$ cat config.mk
export PLATFORM = sky130hd
export DESIGN_NAME = lab4_freq_div_ctrl
export DESIGN_NICKNAME = d
export VERILOG_FILES = /design/src/rtl/lab4_freq_div_ctrl.sv
export SDC_FILE = /design/constraint.sdc
export NUM_CORES = 1
export LEC_CHECK = 0
export ABC_CLOCK_PERIOD_IN_PS = 2100
export CAP_MARGIN = 20
export CORE_UTILIZATION = 45
export DETAILED_ROUTE_END_ITERATION = 10
export PLACE_DENSITY = 0.72
export SLEW_MARGIN = 20
export SYNTH_ARGS = -nofsm -noshare
export SYNTH_HDL_FRONTEND = slang
export SYNTH_SLANG_ARGS = --single-unit
$ cat constraint.sdc
create_clock -name clk -period 2.1 [get_ports clk]
set_input_delay 0.42 -clock clk [delete_from_list [all_inputs] [get_ports clk]]
set_output_delay 0.42 -clock clk [all_outputs]
set_load 0.005 [all_outputs]
$ cat src/rtl/lab4_freq_div_ctrl.sv
// Run/stop sequencer for the lab 4 divided clock: one prescaler, two selectable
// ratios switched only at period boundaries, tick/clk_out generation and burst mode.
module lab4_freq_div_ctrl #(
  parameter int DIV_FAST = 10000000,
  parameter int DIV_SLOW = 50000000,
  parameter int CNT_W    = 26
) (
  input  logic       clk,
  input  logic       rst_n,
  input  logic       start,
  input  logic       stop,
  input  logic       speed,
  input  logic       burst_en,
  input  logic [3:0] burst_len,
  output logic       tick,
  output logic       clk_out,
  output logic       busy,
  output logic       done
);

  typedef enum logic [1:0] {IDLE, RUN, DONE} state_t;

  // The divisor is kept as (ratio - 1) so the terminal compare is a plain equality
  // and the register never needs more than CNT_W bits.
  localparam logic [CNT_W-1:0] FAST_M1 = CNT_W'(DIV_FAST - 1);
  localparam logic [CNT_W-1:0] SLOW_M1 = CNT_W'(DIV_SLOW - 1);

  state_t           state, state_next;
  logic [CNT_W-1:0] pre, pre_next;
  logic [CNT_W-1:0] div_m1, div_m1_next;
  logic [4:0]       tcnt, tcnt_next, tcnt_inc;
  logic [4:0]       len_q, len_next;
  logic             burst_q, burst_next;
  logic             tick_next, clk_out_next, busy_next, done_next;

  always_ff @(posedge clk or negedge rst_n) begin
    if (!rst_n) begin
      state   <= IDLE;
      pre     <= '0;
      div_m1  <= FAST_M1;
      tcnt    <= '0;
      len_q   <= '0;
      burst_q <= 1'b0;
      tick    <= 1'b0;
      clk_out <= 1'b0;
      busy    <= 1'b0;
      done    <= 1'b0;
    end else begin
      state   <= state_next;
      pre     <= pre_next;
      div_m1  <= div_m1_next;
      tcnt    <= tcnt_next;
      len_q   <= len_next;
      burst_q <= burst_next;
      tick    <= tick_next;
      clk_out <= clk_out_next;
      busy    <= busy_next;
      done    <= done_next;
    end
  end

  assign tcnt_inc = (tcnt == 5'd16) ? tcnt : tcnt + 5'd1;

  always_comb begin
    state_next   = state;
    pre_next     = pre;
    div_m1_next  = div_m1;
    tcnt_next    = tcnt;
    len_next     = len_q;
    burst_next   = burst_q;
    tick_next    = 1'b0;
    clk_out_next = clk_out;
    done_next    = 1'b0;

    case (state)
      IDLE: begin
        pre_next     = '0;
        clk_out_next = 1'b0;
        if (start && !stop) begin
          div_m1_next = speed ? SLOW_M1 : FAST_M1;
          burst_next  = burst_en;
          len_next    = (burst_len == 4'd0) ? 5'd16 : {1'b0, burst_len};
          tcnt_next   = '0;
          state_next  = RUN;
        end
      end
      RUN: begin
        if (stop) begin
          state_next   = IDLE;
          pre_next     = '0;
          clk_out_next = 1'b0;
        end else if (pre == div_m1) begin
          pre_next     = '0;
          tick_next    = 1'b1;
          clk_out_next = ~clk_out;
          tcnt_next    = tcnt_inc;
          div_m1_next  = speed ? SLOW_M1 : FAST_M1;
          if (burst_q && (tcnt_inc == len_q)) state_next = DONE;
        end else begin
          pre_next = pre + CNT_W'(1);
        end
      end
      DONE: begin
        done_next    = 1'b1;
        pre_next     = '0;
        clk_out_next = 1'b0;
        state_next   = IDLE;
      end
      default: begin
        state_next   = IDLE;
        pre_next     = '0;
        clk_out_next = 1'b0;
      end
    endcase

    // busy stays up through the DONE cycle and drops together with the done pulse
    busy_next = (state_next != IDLE);
  end

endmodule

==> qor.yml <==
outcome:
  status: "complete, no violations"
synth:
  synth_edf_count: 0
  synth.area.top_cells: "dfrtp_1 (46%), xor2_1 (7.3%), nor2_1 (5.0%)"
  synth-seq-area-share: 0.4722
  syn_nets: 240
  ys_ff_latch: 45
  synthCells: 227
  synthArstFlopShare: 1.000
  synth_top_area_cell: "dfrtp_1"
  yosysWarnings: 0
  yosysTopAreaCellShare: 0.4612
  syn-cell-area_mm2: 0.002387
  avgSynthCellArea_um2: 10.52
  synthDistinctLibCells: 46
  synth_ff_type: "dfrtp_1"
placed_design:
  gp_routability_congestion: 0.8234
  io_buffer_count: 13
  hpwl_um: 3435
grt:
  grt_usage: 0.1887
  grt_overflow_total: 0
  grt_pass1_vias: 1702
  grt_pass1_wl_um: 7941
  antenna_found_initial: 0
  grt_start_max_net_pins: 25
route:
  wl_per_cell_um: 14.07
  drtAntennaViolNets: 0
  drt_iter0_drc: 79
  via_per_inst: 5.246
  firstDrtPassIters: 4
  drc: 0
  routed_wl_um: 4743
  num_vias: 1768
clock_network:
  root_buffer: "clkbuf_8"
  clk_path_buf_depth: 2
  cts_setup_buffers: 0
  cts_made_buffers: 5
  insertion_delay_ns: 0.29
  cts.sinks: 45
  ctsHoldBuffers: 0
  cts.htree.levels: 2
  cts_tree: "built"
  clk_pin_slew_ns: 0.08
floorplanning:
  die_y_um: 74.84
  ioPinCount: 14
  core_mm2: 0.005107
  row_count: 26
  fp.dieW_um: 74.84
  dieArea_mm2: 0.005600
  start_util: 0.4674
timing:
  relSlewSlack: 0.6725
  drv_slew: 0
  fmax_ghz: 0.4860
  tightest_slew_ns: 0.4913
  finalCritPeriodShare: 0.9798
  rsz0062_at_grt: "yes"
  fin_worst_skew_ns: 0.005155
  finalSetupViolCount: 0
  final_hold_viol_count: 0
  setup-tns-final_ns: 0
  period_needed_ns: 2.058
power:
  intPower_mw: 1.365
  power_density_mw_per_mm2: 660.7
  p_clk_frac: 0.290
  switching_share: 0.2746
  p_leak_nw: 1.174
  seq_power_share: 0.537
  p_comb_frac: 0.173
  ir_drop_mv: 0.4419
  switching_power_uw: 516.6
worst_hold_path:
  hold_class: "input port to async pin"
layout:
  final_cell_mix: "dfrtp_1 (44), nor2_1 (32), buf_4 (22)"
  drive_above_1_share: 0.2135
  layout.area.seq_mm2: 0.001127
  syn2layout_area_growth_pct: 19.29
  multiInputGateArea_mm2: 0.001230
  nets: 280
  n_fill_cell: 458
  utilization: 0.5576
  num_antenna_cells: 0
  layout_commonest_cell: "dfrtp_1"
setup_path:
  required_ns: 2.28
  arrival_ns: 2.24
  worst_setup_path_start_kind: "flop"
  worstPathCellList: "or4b_4, nor4_4, o2111ai_4, buf_4, xor2_1, nor2_1"
  slowest_delay_ns: 0.55
  cp-end-kind: "flop"
  path_buf_inv: 1
  cp_top_family: "simple AND/OR/NAND/NOR gates"
  critPathKind: "flop to flop"
  cp_slowest_cell: "or4b_4"
  cp_max_fo: 10
job:
  drv_cap: 0
-- stage by stage --
step                      hold WS, ns  total power [mW]  setup slack [ns]  instances  instance area (um^2)
after floorplan                0.1244             1.236           0.06893        227                  2387
after global placement         0.4089             1.337           0.01173        330                  2743
after detailed placement       0.4151             1.350          -0.02477        330                  2743
after CTS                     0.08794             1.910           0.05359        337                  2841
after global routing          0.09911             2.005          -0.05851        337                  2848
final                         0.07712             1.882           0.04234        337                  2848
-- cell type report --
| class | instances | area share |
|---|---|---|
| Inverter | 6 | 0.007909 |
| Timing Repair Buffer | 35 | 0.1019 |
| Multi-Input combinational cell | 174 | 0.4319 |
| Tap cell | 70 | 0.03076 |
| Clock buffer | 6 | 0.02900 |
| Sequential cell | 45 | 0.3959 |
| Clock inverter | 1 | 0.002636 |
-- power by group through the flow --
stage / combinational (mW) / sequential (mW) / clock (mW)
floorplan: 0.235 / 1.00 / 0
global placement: 0.319 / 1.02 / 0
finish: 0.325 / 1.01 / 0.547
global route: 0.371 / 1.02 / 0.613
detailed placement: 0.328 / 1.02 / 0
CTS: 0.330 / 1.01 / 0.573
-- state kept, by name, indices dropped and copies added (netlist names) --
register  cells
busy          1
div_m1        2
state         2
clk_out       1
len_q         5
burst_q       1
tcnt          5
tick          1
pre          26
done          1
-- worst register-to-register path, cell delays in order (launching register included) --
cell       delay, ns
dfrtp_1         0.38
or4b_4          0.55
nor4_4          0.30
o2111ai_4       0.29
buf_4           0.24
xor2_1          0.13
nor2_1          0.05
-- what timing repair did --
action,4_1_cts,5_1_grt
endpoints found under the setup margin,5,19
gates resized for setup,1,1
pin swaps,2,1
-- worst paths after layout --
path	start	end	depth (start not counted)	slack (ns)
max in group asynchronous	rst_n	div_m1[10]$_DFFE_PN1P_	2	1.41
setup / recovery	pre[8]$_DFF_PN0_	clk_out$_DFFE_PN0P_	6	0.04
setup reg to reg	pre[8]$_DFF_PN0_	clk_out$_DFFE_PN0P_	6	0.04
hold reg to reg	burst_q$_DFFE_PN0P_	burst_q$_DFFE_PN0P_	1	0.52
min in group clk	burst_q$_DFFE_PN0P_	burst_q$_DFFE_PN0P_	1	0.52
hold / removal	rst_n	pre[0]$_DFF_PN0_	1	0.08
-- Yosys cell counts, types with 2 or more instances --
cell type / count
and4_1: 5
nor2_1: 32
and3_1: 3
nor3_1: 8
nand3_1: 12
nor4_1: 6
nor2b_1: 2
nand2_1: 17
mux2i_1: 2
or2_2: 4
inv_1: 6
nand4_1: 7
xor2_1: 20
dfrtp_1: 44
o211ai_1: 6
xnor2_1: 12
mux2_2: 6
buf_6: 2
a21oi_1: 3
a31oi_1: 2
ha_1: 3
-- per-layer routing --
| layer | vias up | wire length, um | GRT usage |
|---|---|---|---|
| met5 | - | 0 | 0 |
| met4 | 0 | 10 | 0.04403 |
| met3 | 2 | 87 | 0.05087 |
| met2 | 17 | 2337 | 0.2983 |
| met1 | 876 | 2307 | 0.2589 |
| li1 | 873 | - | - |
-- logic make-up after synthesis --
family                     Yosys count  share of synthesized area
and+or+nand+nor                    113                     0.2710
adders and majority gates            3                    0.01572
buffers and inverters                8                    0.01887
xor gates and xnor gates            32                     0.1174
DFF                                 45                     0.4722
muxes                                9                    0.04297
AOI/OAI and AO/OA                   17                    0.06184
Power figures use the tool's default switching activity.
==> RTL change 1: new RTL, same flow settings <==
The 3 states of `state_t` get a one-hot encoding in 3 bits.
--- a/src/rtl/lab4_freq_div_ctrl.sv
+++ b/src/rtl/lab4_freq_div_ctrl.sv
@@ -18,7 +18,7 @@
   output logic       done
 );
 
-  typedef enum logic [1:0] {IDLE, RUN, DONE} state_t;
+  typedef enum logic [2:0] {IDLE = 3'b001, RUN = 3'b010, DONE = 3'b100} state_t;
 
   // The divisor is kept as (ratio - 1) so the terminal compare is a plain equality
   // and the register never needs more than CNT_W bits.
Formal check against the unedited RTL: no difference found for any inputs over 10 cycles, from zero or initial values and one cycle with rst_n low; not proved beyond that.
==> RTL change 1 against the original RTL <==
  * Critical path depth down 1
  * Worst hold slack worse by 0.048 ns
  * Sequential cell count up 1
  * Non-clock buffer count down 1
  * Synthesized area down 2.3%
  * Fmax down 1.9%
  * Count of clock-buffer cells in the layout up 1
  * Design area down 0.79%
  * Worst setup slack worse by 0.040 ns
  * Cell count up 0.89%
  * Wire length down 3.3%
  * Critical endpoint is now div_m1[22]
  * Largest cell class is now sequential cells
  * Highest routed layer unchanged
Power is not compared: it rests on default switching activity, and its combinational part moved more than twofold at a synthesized area within 25%.
==> RTL change 1: results (changes against the original RTL) <==
<table>
<tr><th>Metric</th><th>Value</th></tr>
<tr><th colspan="2">Worst setup path</th></tr>
<tr><td>R2R cell count</td><td>5 (was 6)</td></tr>
<tr><td>Termination of the worst setup path</td><td>div_m1[22] (was clk_out)</td></tr>
<tr><td>Reg2reg setup slack</td><td>0.002 ns (was 0.04 ns)</td></tr>
<tr><th colspan="2">Synth</th></tr>
<tr><td>Share of synthesized area spent on multiplexers</td><td>1.98% (was 4.30%)</td></tr>
<tr><td>Post-synthesis cell type count</td><td>41 (was 46)</td></tr>
<tr><td>Number of instances in the synthesized netlist</td><td>235 (was 227)</td></tr>
<tr><td>Share of the synthesized netlist area taken by xor and xnor gates</td><td>11.6% (was 11.7%)</td></tr>
<tr><td>Synthesized Nets</td><td>248 (was 240)</td></tr>
<tr><th colspan="2">Global routing</th></tr>
<tr><td>Total Routing Usage GR</td><td>18.3% (was 18.9%)</td></tr>
<tr><td>Global routing usage on met1</td><td>25.1% (was 25.9%)</td></tr>
<tr><td>Number of global-route vias before repair</td><td>1701 (was 1702)</td></tr>
<tr><td>M2 GR Usage</td><td>29.1% (was 29.8%)</td></tr>
<tr><th colspan="2">Final layout</th></tr>
<tr><td>Ratio of cells with drive above 1 in the final layout</td><td>18.3% (was 21.3%)</td></tr>
<tr><td>Final net count</td><td>285 (was 280)</td></tr>
<tr><td>Count of placed standard cells in the final layout, fillers left out</td><td>340 (was 337)</td></tr>
<tr><td>Area delta synth-&gt;final</td><td>21.1% (was 19.3%)</td></tr>
<tr><td>Count of filler cells inserted in the layout</td><td>405 (was 458)</td></tr>
<tr><th colspan="2">Detailed routing</th></tr>
<tr><td>Sum of routed wire length over all layers</td><td>4590 µm (was 4740 µm)</td></tr>
<tr><td>Routed via count</td><td>1761 (was 1768)</td></tr>
<tr><td>Number of DRC violations after detailed-routing iteration 0</td><td>81 (was 79)</td></tr>
<tr><th colspan="2">Place</th></tr>
<tr><td>Dpl ws</td><td>0.0313 ns (was -0.0248 ns)</td></tr>
<tr><td>Routability-driven placement congestion ratio</td><td>0.821 (was 0.823)</td></tr>
<tr><td>Placed Cells incl. Taps</td><td>331 (was 330)</td></tr>
<tr><td>HPWL reported at the end of detailed placement</td><td>3300 µm (was 3440 µm)</td></tr>
<tr><th colspan="2">STA</th></tr>
<tr><td>Final worst path period need</td><td>2.10 ns (was 2.06 ns)</td></tr>
<tr><td>Slew HR</td><td>66.6% (was 67.2%)</td></tr>
<tr><th colspan="2">Run status</th></tr>
<tr><td>Outcome</td><td>finished, final reports clean (unchanged)</td></tr>
</table>
RTL change 1: changes by cell type after synthesis, sizes merged, moves of 4 or more:
cell | unedited run | this run
o21ai | 1 | 7
o211ai | 6 | 0
xnor2 | 12 | 8
nand2 | 18 | 36
nor3 | 9 | 5
and4 | 5 | 0
nor4 | 7 | 3
mux2 | 7 | 2
nand4 | 7 | 12
RTL change 1: metal layers:
| metal | up-vias | wire length, µm |
|---|---|---|
| met5 | - | 0 |
| met4 | 0 | 42 |
| met3 | 4 | 98 |
| met2 | 24 | 2180 |
| met1 | 853 | 2270 |
| li1 | 880 | - |
RTL change 1: layout make-up:
class | count | share of cell area, %
clock buffers | 7 | 2.70
inverters | 8 | 1.06
clock inverters | 1 | 1.06
repair buffers | 34 | 10.6
multi-input cells | 177 | 40.8
flip-flops and latches | 46 | 40.8
well taps | 67 | 2.97
RTL change 1: what timing repair did:
action / in CTS / in global routing
endpoints found under the setup margin: 0 / 8
setup buffers: 0 / 1
hold buffers: 0 / 0
resized for setup: 0 / 8
==> RTL change 2: new RTL, config.mk and constraints unchanged <==
Made on the original files. Change the parameter `CNT_W` from 26 to 34.
--- a/src/rtl/lab4_freq_div_ctrl.sv
+++ b/src/rtl/lab4_freq_div_ctrl.sv
@@ -3,7 +3,7 @@
 module lab4_freq_div_ctrl #(
   parameter int DIV_FAST = 10000000,
   parameter int DIV_SLOW = 50000000,
-  parameter int CNT_W    = 26
+  parameter int CNT_W    = 34
 ) (
   input  logic       clk,
   input  logic       rst_n,
Behaviour: same outputs for any inputs over 10 cycles, from zero or initial values and one cycle with rst_n low; that may be too few to reach the edited logic, so the function may still have changed.
==> RTL change 2 against the original RTL <==
  * Clock skew increased by 0.0033 ns
  * Count of clock-buffer cells in the layout increased by 1
  * Synthesized area increased by 12%
  * Design area increased by 6.9%
  * Sequential share of layout area increased by 4.0 points
  * Worst setup slack improved by 0.071 ns
  * Wire length increased by 4.3%
  * Sequential cell count increased by 8
  * Critical endpoint is now tcnt[3]
Power is not compared: it rests on default switching activity, and its combinational part moved more than twofold at a synthesized area within 25%.
==> RTL change 2: results (changes against the original RTL) <==
<table>
<tr><th>Metric</th><th>Value</th></tr>
<tr><th colspan="2">Run status</th></tr>
<tr><td>Outcome</td><td>finished, final reports clean (unchanged)</td></tr>
<tr><th colspan="2">Final layout</th></tr>
<tr><td>Flip-flop count of the largest register after layout</td><td>34 (was 26)</td></tr>
<tr><td>Ratio of cells with drive above 1 in the final layout</td><td>11.4% (was 21.3%)</td></tr>
<tr><td>Final net count</td><td>302 (was 280)</td></tr>
<tr><th colspan="2">Place</th></tr>
<tr><td>Dpl ws</td><td>0.0909 ns (was -0.0248 ns)</td></tr>
<tr><td>Routability-driven placement congestion ratio</td><td>0.822 (was 0.823)</td></tr>
<tr><td>HPWL reported at the end of detailed placement</td><td>3510 µm (was 3440 µm)</td></tr>
<tr><th colspan="2">Synth</th></tr>
<tr><td>Synthesized Nets</td><td>279 (was 240)</td></tr>
<tr><td>Top cells by instance count after synthesis</td><td>sky130_fd_sc_hd__dfrtp_1, sky130_fd_sc_hd__nor2_1, sky130_fd_sc_hd__xor2_1 (unchanged)</td></tr>
<tr><th colspan="2">Detailed routing</th></tr>
<tr><td>Average wire length per cell after detail routing</td><td>13.7 µm (was 14.1 µm)</td></tr>
<tr><td>Number of DRC violations after detailed-routing iteration 0</td><td>149 (was 79)</td></tr>
<tr><td>Initial DRT Pass Iterations</td><td>6 (was 4)</td></tr>
<tr><th colspan="2">Clocking</th></tr>
<tr><td>Total of cells resized after clock tree synthesis</td><td>0 (was 1)</td></tr>
<tr><th colspan="2">Worst setup path</th></tr>
<tr><td>R2R cell count</td><td>5 (was 6)</td></tr>
<tr><td>Top cell family by delay on the critical path</td><td>compound AO/OA/AOI/OAI gates (was simple AND/OR/NAND/NOR gates)</td></tr>
<tr><td>Maximum fanout encountered on the critical timing path</td><td>7 (was 10)</td></tr>
<tr><td>Worst Path Arrival</td><td>2.18 ns (was 2.24 ns)</td></tr>
<tr><th colspan="2">STA</th></tr>
<tr><td>Slew HR</td><td>70.0% (was 67.2%)</td></tr>
<tr><td>Final worst setup slack</td><td>0.113 ns (was 0.0423 ns)</td></tr>
<tr><th colspan="2">Global routing</th></tr>
<tr><td>Global-route wire length before repair</td><td>8730 µm (was 7940 µm)</td></tr>
</table>
-- RTL change 2: layer usage --
layer | global-route usage (%) | wire length [µm] | vias up
met4 | 6.91 | 64 | 0
met5 | 0 | 0 | -
met2 | 28.2 | 2240 | 21
met1 | 25.0 | 2550 | 945
met3 | 2.99 | 95 | 6
li1 | - | - | 971
-- RTL change 2: final timing paths --
kind                             from          to
hold / removal                  rst_n     pre[33]
min in group clk           div_m1[10]  div_m1[10]
hold reg to reg            div_m1[10]  div_m1[10]
setup / recovery           div_m1[22]     tcnt[3]
max in group asynchronous       rst_n  div_m1[10]
setup reg to reg           div_m1[22]     tcnt[3]
-- RTL change 2: final cells by class --
type / instances / share of cell area (%)
timing repair buffer: 24 / 7.24
tap: 72 / 2.96
multi-input combinational: 198 / 42.5
inverter: 7 / 0.863
clock buffer: 7 / 2.84
sequential: 53 / 43.6
-- RTL change 2: power groups by stage --
stage | combinational (W) | sequential (W) | clock, W
final | 0.000158 | 0.00108 | 0.000574
after global routing | 0.000179 | 0.00108 | 0.000637
after CTS | 0.000159 | 0.00108 | 0.000593
after detailed placement | 0.000158 | 0.00110 | 0
after global placement | 0.000156 | 0.00110 | 0
after floorplan | 0.0000938 | 0.00109 | 0
-- RTL change 2: cells by family (layout without fill, tap and decap cells) --
logic type | Yosys count | after routing | synth area share [%]
compound gates | 16 | 16 | 4.77
xor+xnor | 40 | 40 | 13.1
fa+ha+maj | 3 | 3 | 1.40
buf+inv | 15 | 38 | 2.38
flops | 53 | 53 | 49.6
mux | 8 | 8 | 3.32
simple gates | 131 | 131 | 25.4
-- RTL change 2: per-stage QoR --
| stage | cells | utilization [%] | hold WS (ns) | total power (W) | cell area, µm² |
|---|---|---|---|---|---|
| 2_1_floorplan | 266 | - | 0.124 | 0.00119 | 2680 |
| 3_5_place_dp | 354 | 52.6 | 0.393 | 0.00126 | 2950 |
| 5_1_grt | 361 | 54.3 | 0.0810 | 0.00190 | 3040 |
| 3_3_place_gp | 354 | 52.6 | 0.391 | 0.00125 | 2950 |
| 4_1_cts | 361 | 54.1 | 0.0645 | 0.00183 | 3040 |
| 6_report | 361 | 54.3 | 0.0558 | 0.00181 | 3040 |
